==> src/rtl/serial_pattern_detector_if.sv <==
`default_nettype none
// ============================================================================
//  Module   : serial_pattern_detector_if
//  Purpose  : Control, data and status bundle of the serial pattern detector.
//  Revision : 1.0  initial release
// ============================================================================
interface serial_pattern_detector_if #(
   parameter int CNT_W = 8
);
   logic             en;
   logic             clr;
   logic             d;
   logic             hit;
   logic [CNT_W-1:0] hit_cnt;
   logic             armed;

   modport master (
      output en, clr, d,
      input  hit, hit_cnt, armed
   );

   modport slave (
      input  en, clr, d,
      output hit, hit_cnt, armed
   );
endinterface
`default_nettype wire

==> src/rtl/serial_pattern_detector.sv <==
`default_nettype none
// ============================================================================
//  Module   : serial_pattern_detector
//  Purpose  : Detects a PAT_LEN-bit pattern (MSB first) in the sampled serial
//             stream; one-cycle hit pulse plus saturating hit counter.
//  Revision : 1.0  initial release
// ============================================================================
module serial_pattern_detector #(
   parameter int                 PAT_LEN = 4,
   parameter logic [PAT_LEN-1:0] PATTERN = 4'b1011,
   parameter bit                 OVERLAP = 1'b1,
   parameter int                 CNT_W   = 8
) (
   input logic                      clk,
   input logic                      rst_n,
   serial_pattern_detector_if.slave bus
);

   localparam int                  c_fill_w  = $clog2(PAT_LEN + 1);
   localparam logic [c_fill_w-1:0] c_full    = c_fill_w'(PAT_LEN);
   localparam logic [c_fill_w-1:0] c_last    = c_fill_w'(PAT_LEN - 1);
   localparam logic [CNT_W-1:0]    c_cnt_max = '1;

   typedef enum logic [0:0] {
      S_FILLING = 1'b0,
      S_ARMED   = 1'b1
   } state_t;

   state_t               r_state;
   state_t               w_state_nxt;
   logic [PAT_LEN-1:0]   r_shreg;
   logic [PAT_LEN-1:0]   w_shreg_nxt;
   logic [PAT_LEN-1:0]   w_shift;
   logic [c_fill_w-1:0]  r_fill;
   logic [c_fill_w-1:0]  w_fill_nxt;
   logic [CNT_W-1:0]     r_cnt;
   logic [CNT_W-1:0]     w_cnt_nxt;
   logic                 r_hit;
   logic                 w_hit_nxt;
   logic                 w_match;

   always_ff @(posedge clk) begin
      if (!rst_n || bus.clr) begin
         r_state <= S_FILLING;
         r_shreg <= '0;
         r_fill  <= '0;
         r_cnt   <= '0;
         r_hit   <= 1'b0;
      end else begin
         r_state <= w_state_nxt;
         r_shreg <= w_shreg_nxt;
         r_fill  <= w_fill_nxt;
         r_cnt   <= w_cnt_nxt;
         r_hit   <= w_hit_nxt;
      end
   end

   // The match looks at the history including the bit being sampled now,
   // so the pulse appears right after the edge that takes the last bit.
   always_comb begin
      w_shreg_nxt = r_shreg;
      w_fill_nxt  = r_fill;
      w_cnt_nxt   = r_cnt;
      w_hit_nxt   = 1'b0;
      w_shift     = {r_shreg[PAT_LEN-2:0], bus.d};
      w_match     = (r_fill >= c_last) && (w_shift == PATTERN);

      if (bus.en) begin
         w_shreg_nxt = w_shift;
         w_hit_nxt   = w_match;
         if (w_match && (r_cnt != c_cnt_max)) begin
            w_cnt_nxt = r_cnt + 1'b1;
         end
         if (w_match && !OVERLAP) begin
            w_fill_nxt = '0;
         end else if (r_fill != c_full) begin
            w_fill_nxt = r_fill + 1'b1;
         end
      end

      w_state_nxt = (w_fill_nxt == c_full) ? S_ARMED : S_FILLING;
   end

   assign bus.hit     = r_hit;
   assign bus.hit_cnt = r_cnt;
   assign bus.armed   = (r_state == S_ARMED);

endmodule
`default_nettype wire
==> src/flat_wrapper.sv <==
// flat-port wrapper written by rule: the top's interface ports become plain ports
module serial_pattern_detector_flat 
#(
   parameter int                 PAT_LEN = 4,
   parameter logic [PAT_LEN-1:0] PATTERN = 4'b1011,
   parameter bit                 OVERLAP = 1'b1,
   parameter int                 CNT_W   = 8
)
  (clk, rst_n, bus_en, bus_clr, bus_d, bus_hit, bus_hit_cnt, bus_armed);
  serial_pattern_detector_if #(.CNT_W(CNT_W)) bus_i ();
  input logic clk;
  input logic rst_n;
  input wire logic [$bits(bus_i.en)-1:0] bus_en;
  input wire logic [$bits(bus_i.clr)-1:0] bus_clr;
  input wire logic [$bits(bus_i.d)-1:0] bus_d;
  output wire logic [$bits(bus_i.hit)-1:0] bus_hit;
  output wire logic [$bits(bus_i.hit_cnt)-1:0] bus_hit_cnt;
  output wire logic [$bits(bus_i.armed)-1:0] bus_armed;
  assign bus_i.en = bus_en;
  assign bus_i.clr = bus_clr;
  assign bus_i.d = bus_d;
  assign bus_hit = bus_i.hit;
  assign bus_hit_cnt = bus_i.hit_cnt;
  assign bus_armed = bus_i.armed;
  serial_pattern_detector #(.PAT_LEN(PAT_LEN), .PATTERN(PATTERN), .OVERLAP(OVERLAP), .CNT_W(CNT_W)) u_core (.clk(clk), .rst_n(rst_n), .bus(bus_i));
endmodule
==> config.mk <==
export PLATFORM = sky130hd
export DESIGN_NAME = serial_pattern_detector_flat
export DESIGN_NICKNAME = d
export VERILOG_FILES = /design/src/rtl/serial_pattern_detector_if.sv /design/src/rtl/serial_pattern_detector.sv /design/src/flat_wrapper.sv
export SDC_FILE = /design/constraint.sdc
export NUM_CORES = 1
export LEC_CHECK = 0
export ABC_CLOCK_PERIOD_IN_PS = 4500
export CAP_MARGIN = 25
export CORE_ASPECT_RATIO = 1.2
export CORE_MARGIN = 1.5
export CORE_UTILIZATION = 48
export DETAILED_ROUTE_END_ITERATION = 6
export PLACE_DENSITY = 0.78
export SYNTH_ARGS = -nofsm -noshare
export SYNTH_HDL_FRONTEND = slang
export SYNTH_SLANG_ARGS = --single-unit
==> constraint.sdc <==
create_clock -name clk -period 4.5 [get_ports clk]
set_clock_uncertainty 0.1 [all_clocks]
set_input_delay 0.9 -clock clk [delete_from_list [all_inputs] [get_ports clk]]
set_output_delay 0.9 -clock clk [all_outputs]
set_load 0.01 [all_outputs]
# Word level (Yosys, flattened, before mapping)
# Cells that the tools add are included.
totals:
  inputBits: 5
  reg_bits: 16
  word_cells: 22
  out_inout_bits: 10
op_classes:
  n_eq_ne: 4
  n_lt_le_gt_ge: 1
  bitwise: 1
  reduce_logical: 6
  n_mux: 3
  n_addsub: 2
op_table:
  columns: ["operator", "count"]
  rows:
  - ["$add A8 B1 Y8 const B", 1]
  - ["$ne A8 B8 Y1 const B", 1]
  - ["$mux W3", 2]
  - ["$eq A4 B4 Y1 const B", 1]
  - ["$add A3 B1 Y3 const B", 1]
  - ["$eq A3 B3 Y1 const B", 1]
  - ["$ge A3 B2 Y1 const B", 1]
  - ["$ne A3 B3 Y1 const B", 1]
  - ["$logic_and A1 B1 Y1", 2]
  - ["$reduce_and A2 Y1", 1]
  - ["$reduce_or A2 Y1", 1]
  - ["$logic_not A1 Y1", 1]
  - ["$logic_or A1 B1 Y1", 1]
  - ["$mux W1", 1]
  - ["$not A1 Y1", 1]

# Logic depth before layout (Yosys ltp)
# Gate-level depths: netlist of the first run.
depth:
  word_depth: 5
  depth_mapped: 7
  mapped_depth_nobuf: 6

# Worst setup path before layout of the first run
# OpenSTA, ideal clock, no wires.
synth_timing:
  path_type: "input -> register"
  start: "input bus_en"
  end: "register u_core.r_cnt[3] (netlist: u_core.bus.hit_cnt[3])"
  t_required_ps: 4326
  setup_ps: 74
  n_path_buf: 2
  cell_stages: 6
  arrival_time_ps: 2210
  slack_ps: 2116
  cell_sequence: "buf_4 > nand3_1 > or4b_4 > buf_6 > or3_1 > a31oi_1"
synth_between:
  elab_chain_len: 1
synth_lines:
  columns: ["item", "line", "text"]
  rows:
  - ["start: declaration", "flat_wrapper.sv:13", "input wire logic [$bits(bus_i.en)-1:0] bus_en;"]
  - ["$reduce_and A2 Y1 (no line)", null, null]
  - ["end signal: assignment", "serial_pattern_detector.sv:53", "r_cnt <= w_cnt_nxt;"]
  - ["end: declaration", "serial_pattern_detector.sv:36", "logic [CNT_W-1:0] r_cnt;"]
# Every way passes these cells.
# A chain may end at the register's enable or synchronous reset.

# Worst setup path in the final report of the first run
layout_timing:
  start: "input bus_en"
  end: "register u_core.r_cnt[5] (netlist: u_core.bus.hit_cnt[5])"
# Same word-level chain as after synthesis.

==> metrics.txt, run 1 <==
DP HPWL 1091 um; first-pass GRT wire length 2311 um; Tmin final 2.780 ns; CTS root buf clkbuf_4; final hold vios 0; clock slew at reported path FFs roughly 0.10 ns; filler instances 150; Seq pwr share 56.2%; Max-slew headroom 35.31%; P_leak 0.0003501 uW; Net Sw Power 57.05 uW; RSZ-0062 raised after global routing false; Pre-antenna DRT Iters 4; Routed Antenna Nets 0; Netlist Area Pre-Place 800.8 um2; I/O Pins 15; CTS Buffer Depth 2; post_cts resized 0; Logic pwr share 5.7%; Worst R2R Start u_core.r_fill[0]; total gr overflow 0; Hold Crit Endpoint u_core.bus.hit_cnt[2]; Rows 16; Avg Cell Area, Syn approximately 8.6 um2; R2R Setup Slk 2.24 ns; switch share 22.29%; crit start category input port; CTS tree done; worst skew pair latency 0.29 ns; commonest non-fill, non-tap cells in the layout dfxtp_1, clkdlybuf4s50_1, nor2_1; crit path max fanout 7; DR WL/cell 11.71 um; Synth top area share 40.00%; core area 1602 um2; Critical Path AT about 2.9 ns; Hold Startpoint u_core.bus.hit_cnt[2]; IO Port Bufs 14; WP data required 4.60 ns; # setup viols final 0; Power Density 261.9 nW/um2; FF+latch count, synth 16; sequential area share after synthesis 40.00%; Hold Path Stages 2; YS warnings 0; CTS Hold Bufs 0; largest area contributor in the netlist dfxtp_1; ratio of cells with drive above 1 in the final layout 5.556%; overall die area 1923 um2; Synth area leaders dfxtp_1, ha_1, nor2_1, mux2i_1, a21oi_1; CP Class in2reg; Max Clk Rate 0.3597 GHz; Clock power frac approximately two fifths; Max Cap Viol 0; pin count of the biggest net entering global routing 14; Nets 118; initial antenna violation count 0; Power Internal 198.9 uW; gp weighted congestion 0.8002; final slew viol count 0; fin util 61.02%; TritonCTS buffer count 3; worst vdd ir around 190 uV; setup bufs post-CTS 0; Synth Instances 93; Crit Reg-Reg Endpoint u_core.bus.hit_cnt[5]; worst-case reg-to-reg path depth 6; Netlist cell types 33; Mapped Nets approximately 100; final critical-path share of the clock period 61.79%; htree depth 1; placed cell area 940.9 um2; status complete, no violations; vias in the first global route 603; Starting Density 50.00%; Iter 0 DRT Violations 6; via count between 700 and 800; critical path launch point bus_en; setup_tns 0 ns; drt total wl about 1500 um; post-route cell area 977.2 um2; worst hold path class reg2reg; clock sink total 16; commonest non-fill, non-tap cell in the layout dfxtp_1; routed vias/inst 5.635; Diodes inserted 0; Worst Setup End Kind flop; total track usage 17.71%; worst slew pin tran around 0.96 ns; # DRC 0; Die Y-Extent 47.74 um; Layout Area Growth over Synthesis 22.03%; die width roughly 40 um
[critical path: stages]
cell,delay (ns)
clkdlybuf4s50_1,0.63
nand3_1,0.14
nor4b_1,0.81
a31oi_1,0.16
a41o_1,0.24
[power groups by stage]
stage,Combinational (uW),Sequential (uW),Clock (uW)
5_1_grt,16.3,144,103
2_1_floorplan,9.57,147,0
3_3_place_gp,13.8,147,0
3_5_place_dp,14.6,147,0
6_report,14.5,144,97.6
4_1_cts,14.6,144,97.8
[area by class of cell]
| cell class | count | area (um2) | share of cell area, % |
|---|---|---|---|
| Timing Repair Buffer | 14 | 140.1 | 14.34 |
| Tap cell | 18 | 22.52 | 2.305 |
| Multi-Input combinational cell | 69 | 439.2 | 44.94 |
| Sequential cell | 16 | 320.3 | 32.78 |
| Inverter | 5 | 18.77 | 1.921 |
| Clock buffer | 4 | 36.28 | 3.713 |
[cell families after synthesis]
logic type,Yosys count,share of synthesized area (%)
xor+xnor,1,1.094
compound gates,20,15.47
fa+ha+maj,4,6.250
buf+inv,8,5.156
simple gates,41,28.28
flops,16,40.00
mux,3,3.750
[synthesized netlist by cell type, drive strengths merged]
cell     count
dfxtp       16
nor2         9
a21oi        5
inv          5
nand2        5
o21ai        5
a31oi        4
ha           4
nand3        4
nor3         4
and3         3
mux2i        3
nand2b       3
and2         2
buf          2
nor2b        2
or3          2
a211oi       1
a21boi       1
a41o         1
and4         1
clkbuf       1
nand4        1
nand4b       1
nor4         1
nor4b        1
o2111ai      1
o211ai       1
o31ai        1
or2          1
or4b         1
xnor2        1
[worst max-delay path by stage]
| stage | endpoint | slack (ns) | cells after the start |
|---|---|---|---|
| floorplan | u_core.bus.hit_cnt[3] | 2.12 | 6 |
| global placement | u_core.bus.hit_cnt[5] | 1.48 | 5 |
| detailed placement | u_core.bus.hit_cnt[5] | 1.42 | 5 |
| CTS | u_core.bus.hit_cnt[5] | 1.73 | 5 |
| global route | u_core.bus.hit_cnt[5] | 1.53 | 5 |
| finish | u_core.bus.hit_cnt[5] | 1.72 | 5 |
[metal layers]
layer / up-vias / track usage (%) / part of all wire, % / wire length (um)
li1: 371 / - / - / -
met1: 320 / 21.49 / 46 / 682
met2: 15 / 29.35 / 48 / 702
met3: 4 / 2.791 / 4.1 / 60
met4: 0 / 10.00 / 2.0 / 29
met5: - / 0 / 0 / 0
[metrics by stage]
| stage | worst slack, ns | instances | hold WS [ns] | power (uW) |
|---|---|---|---|---|
| floorplan | 2.116 | 93 | 0.3666 | 156.4 |
| global placement | 1.483 | 122 | 0.4007 | 160.9 |
| detailed placement | 1.422 | 122 | 0.4110 | 161.7 |
| CTS | 1.733 | 126 | 0.4360 | 256.3 |
| global route | 1.535 | 126 | 0.4610 | 263.2 |
| finish | 1.720 | 126 | 0.4346 | 256.0 |
[registers in the layout, summed over array words and instances, names as in the netlist]
signal              cells
u_core.bus.hit_cnt      8
u_core.r_fill           3
u_core.r_shreg          3
u_core.bus.armed        1
u_core.bus.hit          1
Note: power is estimated with default switching activity, not from simulation.
==> run 2: changes to the inputs <==
--- a/config.mk
+++ b/config.mk
@@ -5,13 +5,13 @@
 export SDC_FILE = /design/constraint.sdc
 export NUM_CORES = 1
 export LEC_CHECK = 0
-export ABC_CLOCK_PERIOD_IN_PS = 4500
+export ABC_CLOCK_PERIOD_IN_PS = 2350
 export CAP_MARGIN = 25
 export CORE_ASPECT_RATIO = 1.2
 export CORE_MARGIN = 1.5
-export CORE_UTILIZATION = 48
+export CORE_UTILIZATION = 44
 export DETAILED_ROUTE_END_ITERATION = 6
-export PLACE_DENSITY = 0.78
+export PLACE_DENSITY = 0.76
 export SYNTH_ARGS = -nofsm -noshare
 export SYNTH_HDL_FRONTEND = slang
 export SYNTH_SLANG_ARGS = --single-unit
==> constraint.sdc (replaced) <==
create_clock -name clk -period 2.35 [get_ports clk]
set_clock_uncertainty 0.1 [all_clocks]
set_input_delay 0.47 -clock clk [delete_from_list [all_inputs] [get_ports clk]]
set_output_delay 0.47 -clock clk [all_outputs]
set_load 0.01 [all_outputs]
==> metrics.txt, run 2 (synthesis gave the netlist of run 1 again) <==
crit start category flop; vias in the first global route approximately 720; Pre-antenna DRT Iters 4; clock slew at reported path FFs 0.10 ns; placed cells 127; TritonCTS buffer count 3; gp weighted congestion 0.8085; final critical-path share of the clock period approximately 87%; total track usage 18.15%; critical-path cell list ha_1 -> ha_1 -> a211oi_1 -> or4b_4 -> or3_1 -> a31oi_1; Die Y-Extent 49.73 um; routed vias/inst 5.740; critical path's slowest cell or4b_4; Max Cap Viol 0; CTS Hold Bufs 0; Rows 16; final hold vios 0; worst skew pair latency 0.28 ns; Layout Area Growth over Synthesis 26.72%; Hold Path Stages 2; die width 41.95 um; P_leak 0.0003750 uW; layer with the highest usage met2; DR WL/cell between 10 and 15 um; Max Clk Rate 0.4909 GHz; worst-case reg-to-reg path depth 6; Tmin final between 2 and 2.5 ns; worst slew pin tran 0.3389 ns; Critical Path Most Common Cell ha_1; Power Density 480.7 nW/um2; met3 GRT Util 5.128%; Worst Setup End Kind flop; Iter 0 DRT Violations 23; status complete, no violations; routing usage on met1 23.20%; worst vdd ir around 320 uV; core area 1662 um2; Worst R2R Start u_core.r_fill[1]; CTS Buffer Depth 2; I/O Pins 15; # DRC 0; Hold Startpoint u_core.r_shreg[2]; worst hold path class reg2reg; ratio of cells with drive above 1 in the final layout 9.735%; CTS root buf clkbuf_4; post_cts resized 0; Nets between 100 and 150; WP data required 2.46 ns; Max-slew headroom between 70% and 80%; overall die area roughly 2100 um2; total gr overflow 0; CP Class reg2reg; initial antenna violation count 0; first-pass GRT wire length approximately 3000 um; htree depth 1; crit path max fanout 10; Routed Antenna Nets 0; Diodes inserted 0; setup_tns 0 ns; drt total wl 1707 um; R2R Setup Slk 0.31 ns; CTS tree done; RSZ-0062 raised after global routing false; GR Layer Usage met2 slightly below 30%; IO Port Bufs 14; clock sink total 16; commonest non-fill, non-tap cell in the layout dfxtp_1; filler instances 145; Starting Density 48.19%; DP HPWL 1248 um; pin count of the biggest net entering global routing 11; # setup viols final 0; max reg flops 8; final slew viol count 0; Final Non-Filler Cells 131; setup bufs post-CTS 0; Hold Crit Endpoint u_core.r_shreg[2]; Critical Path AT between 2 and 2.5 ns; CP max stage delay 0.59 ns; Crit Reg-Reg Endpoint u_core.bus.hit_cnt[3]; via count approximately 750; commonest non-fill, non-tap cells in the layout dfxtp_1, clkdlybuf4s50_1, nor2_1
## run 2: cell count changes in the layout (fill, tap and decap cells not counted)
cell   change
buf_4      +5
## run 2: layout make-up
class	count	area, um2	share of cell area, %
multi-input combinational	69	439.2	43.28
sequential	16	320.3	31.57
timing repair buffer	19	177.7	17.51
clock buffer	4	36.28	3.576
tap	18	22.52	2.219
inverter	5	18.77	1.850
## run 2: where the power goes
group,internal (uW),total (uW),switching (uW)
sequential,273,274,1.34
clock,94.2,180,85.8
combinational,17.7,33.5,15.8
## run 2: metal layers
metal,vias up,part of all wire [%]
li1,380,-
met5,-,0
met2,25,49
met4,0,0.70
met3,2,6.6
met1,345,44
## run 2: through the flow
step	power, uW	area [um2]	hold WS (ns)	utilization (%)	setup WS (ns)
floorplan	299.5	800.8	0.3666	-	0.3154
global route	511.6	1015	0.4812	61.07	0.2052
global placement	313.3	978.4	0.4047	58.89	0.07826
CTS	494.3	1015	0.4467	61.07	0.3018
finish	487.7	1015	0.4405	61.07	0.3130
detailed placement	314.2	978.4	0.4237	58.89	0.02688
## run 2: worst max path at each step
stage,to,slack (ns),startpoint,cells after the start
2_1_floorplan,u_core.bus.hit_cnt[3],0.32,u_core.r_fill[0],7
3_3_place_gp,u_core.bus.hit_cnt[3],0.08,bus_en,5
3_5_place_dp,u_core.bus.hit_cnt[3],0.03,bus_d,5
4_1_cts,u_core.bus.hit_cnt[3],0.30,u_core.r_fill[1],6
5_1_grt,u_core.bus.hit_cnt[3],0.21,u_core.r_fill[1],6
6_report,u_core.bus.hit_cnt[3],0.31,u_core.r_fill[1],6
## run 2: critical path: cells and delay by family (launching register included)
kind / cells / cell delay, ns
and+or+nand+nor: 2 / 0.96
DFF: 1 / 0.38
adders and majority gates: 2 / 0.31
AOI/OAI and AO/OA: 2 / 0.22
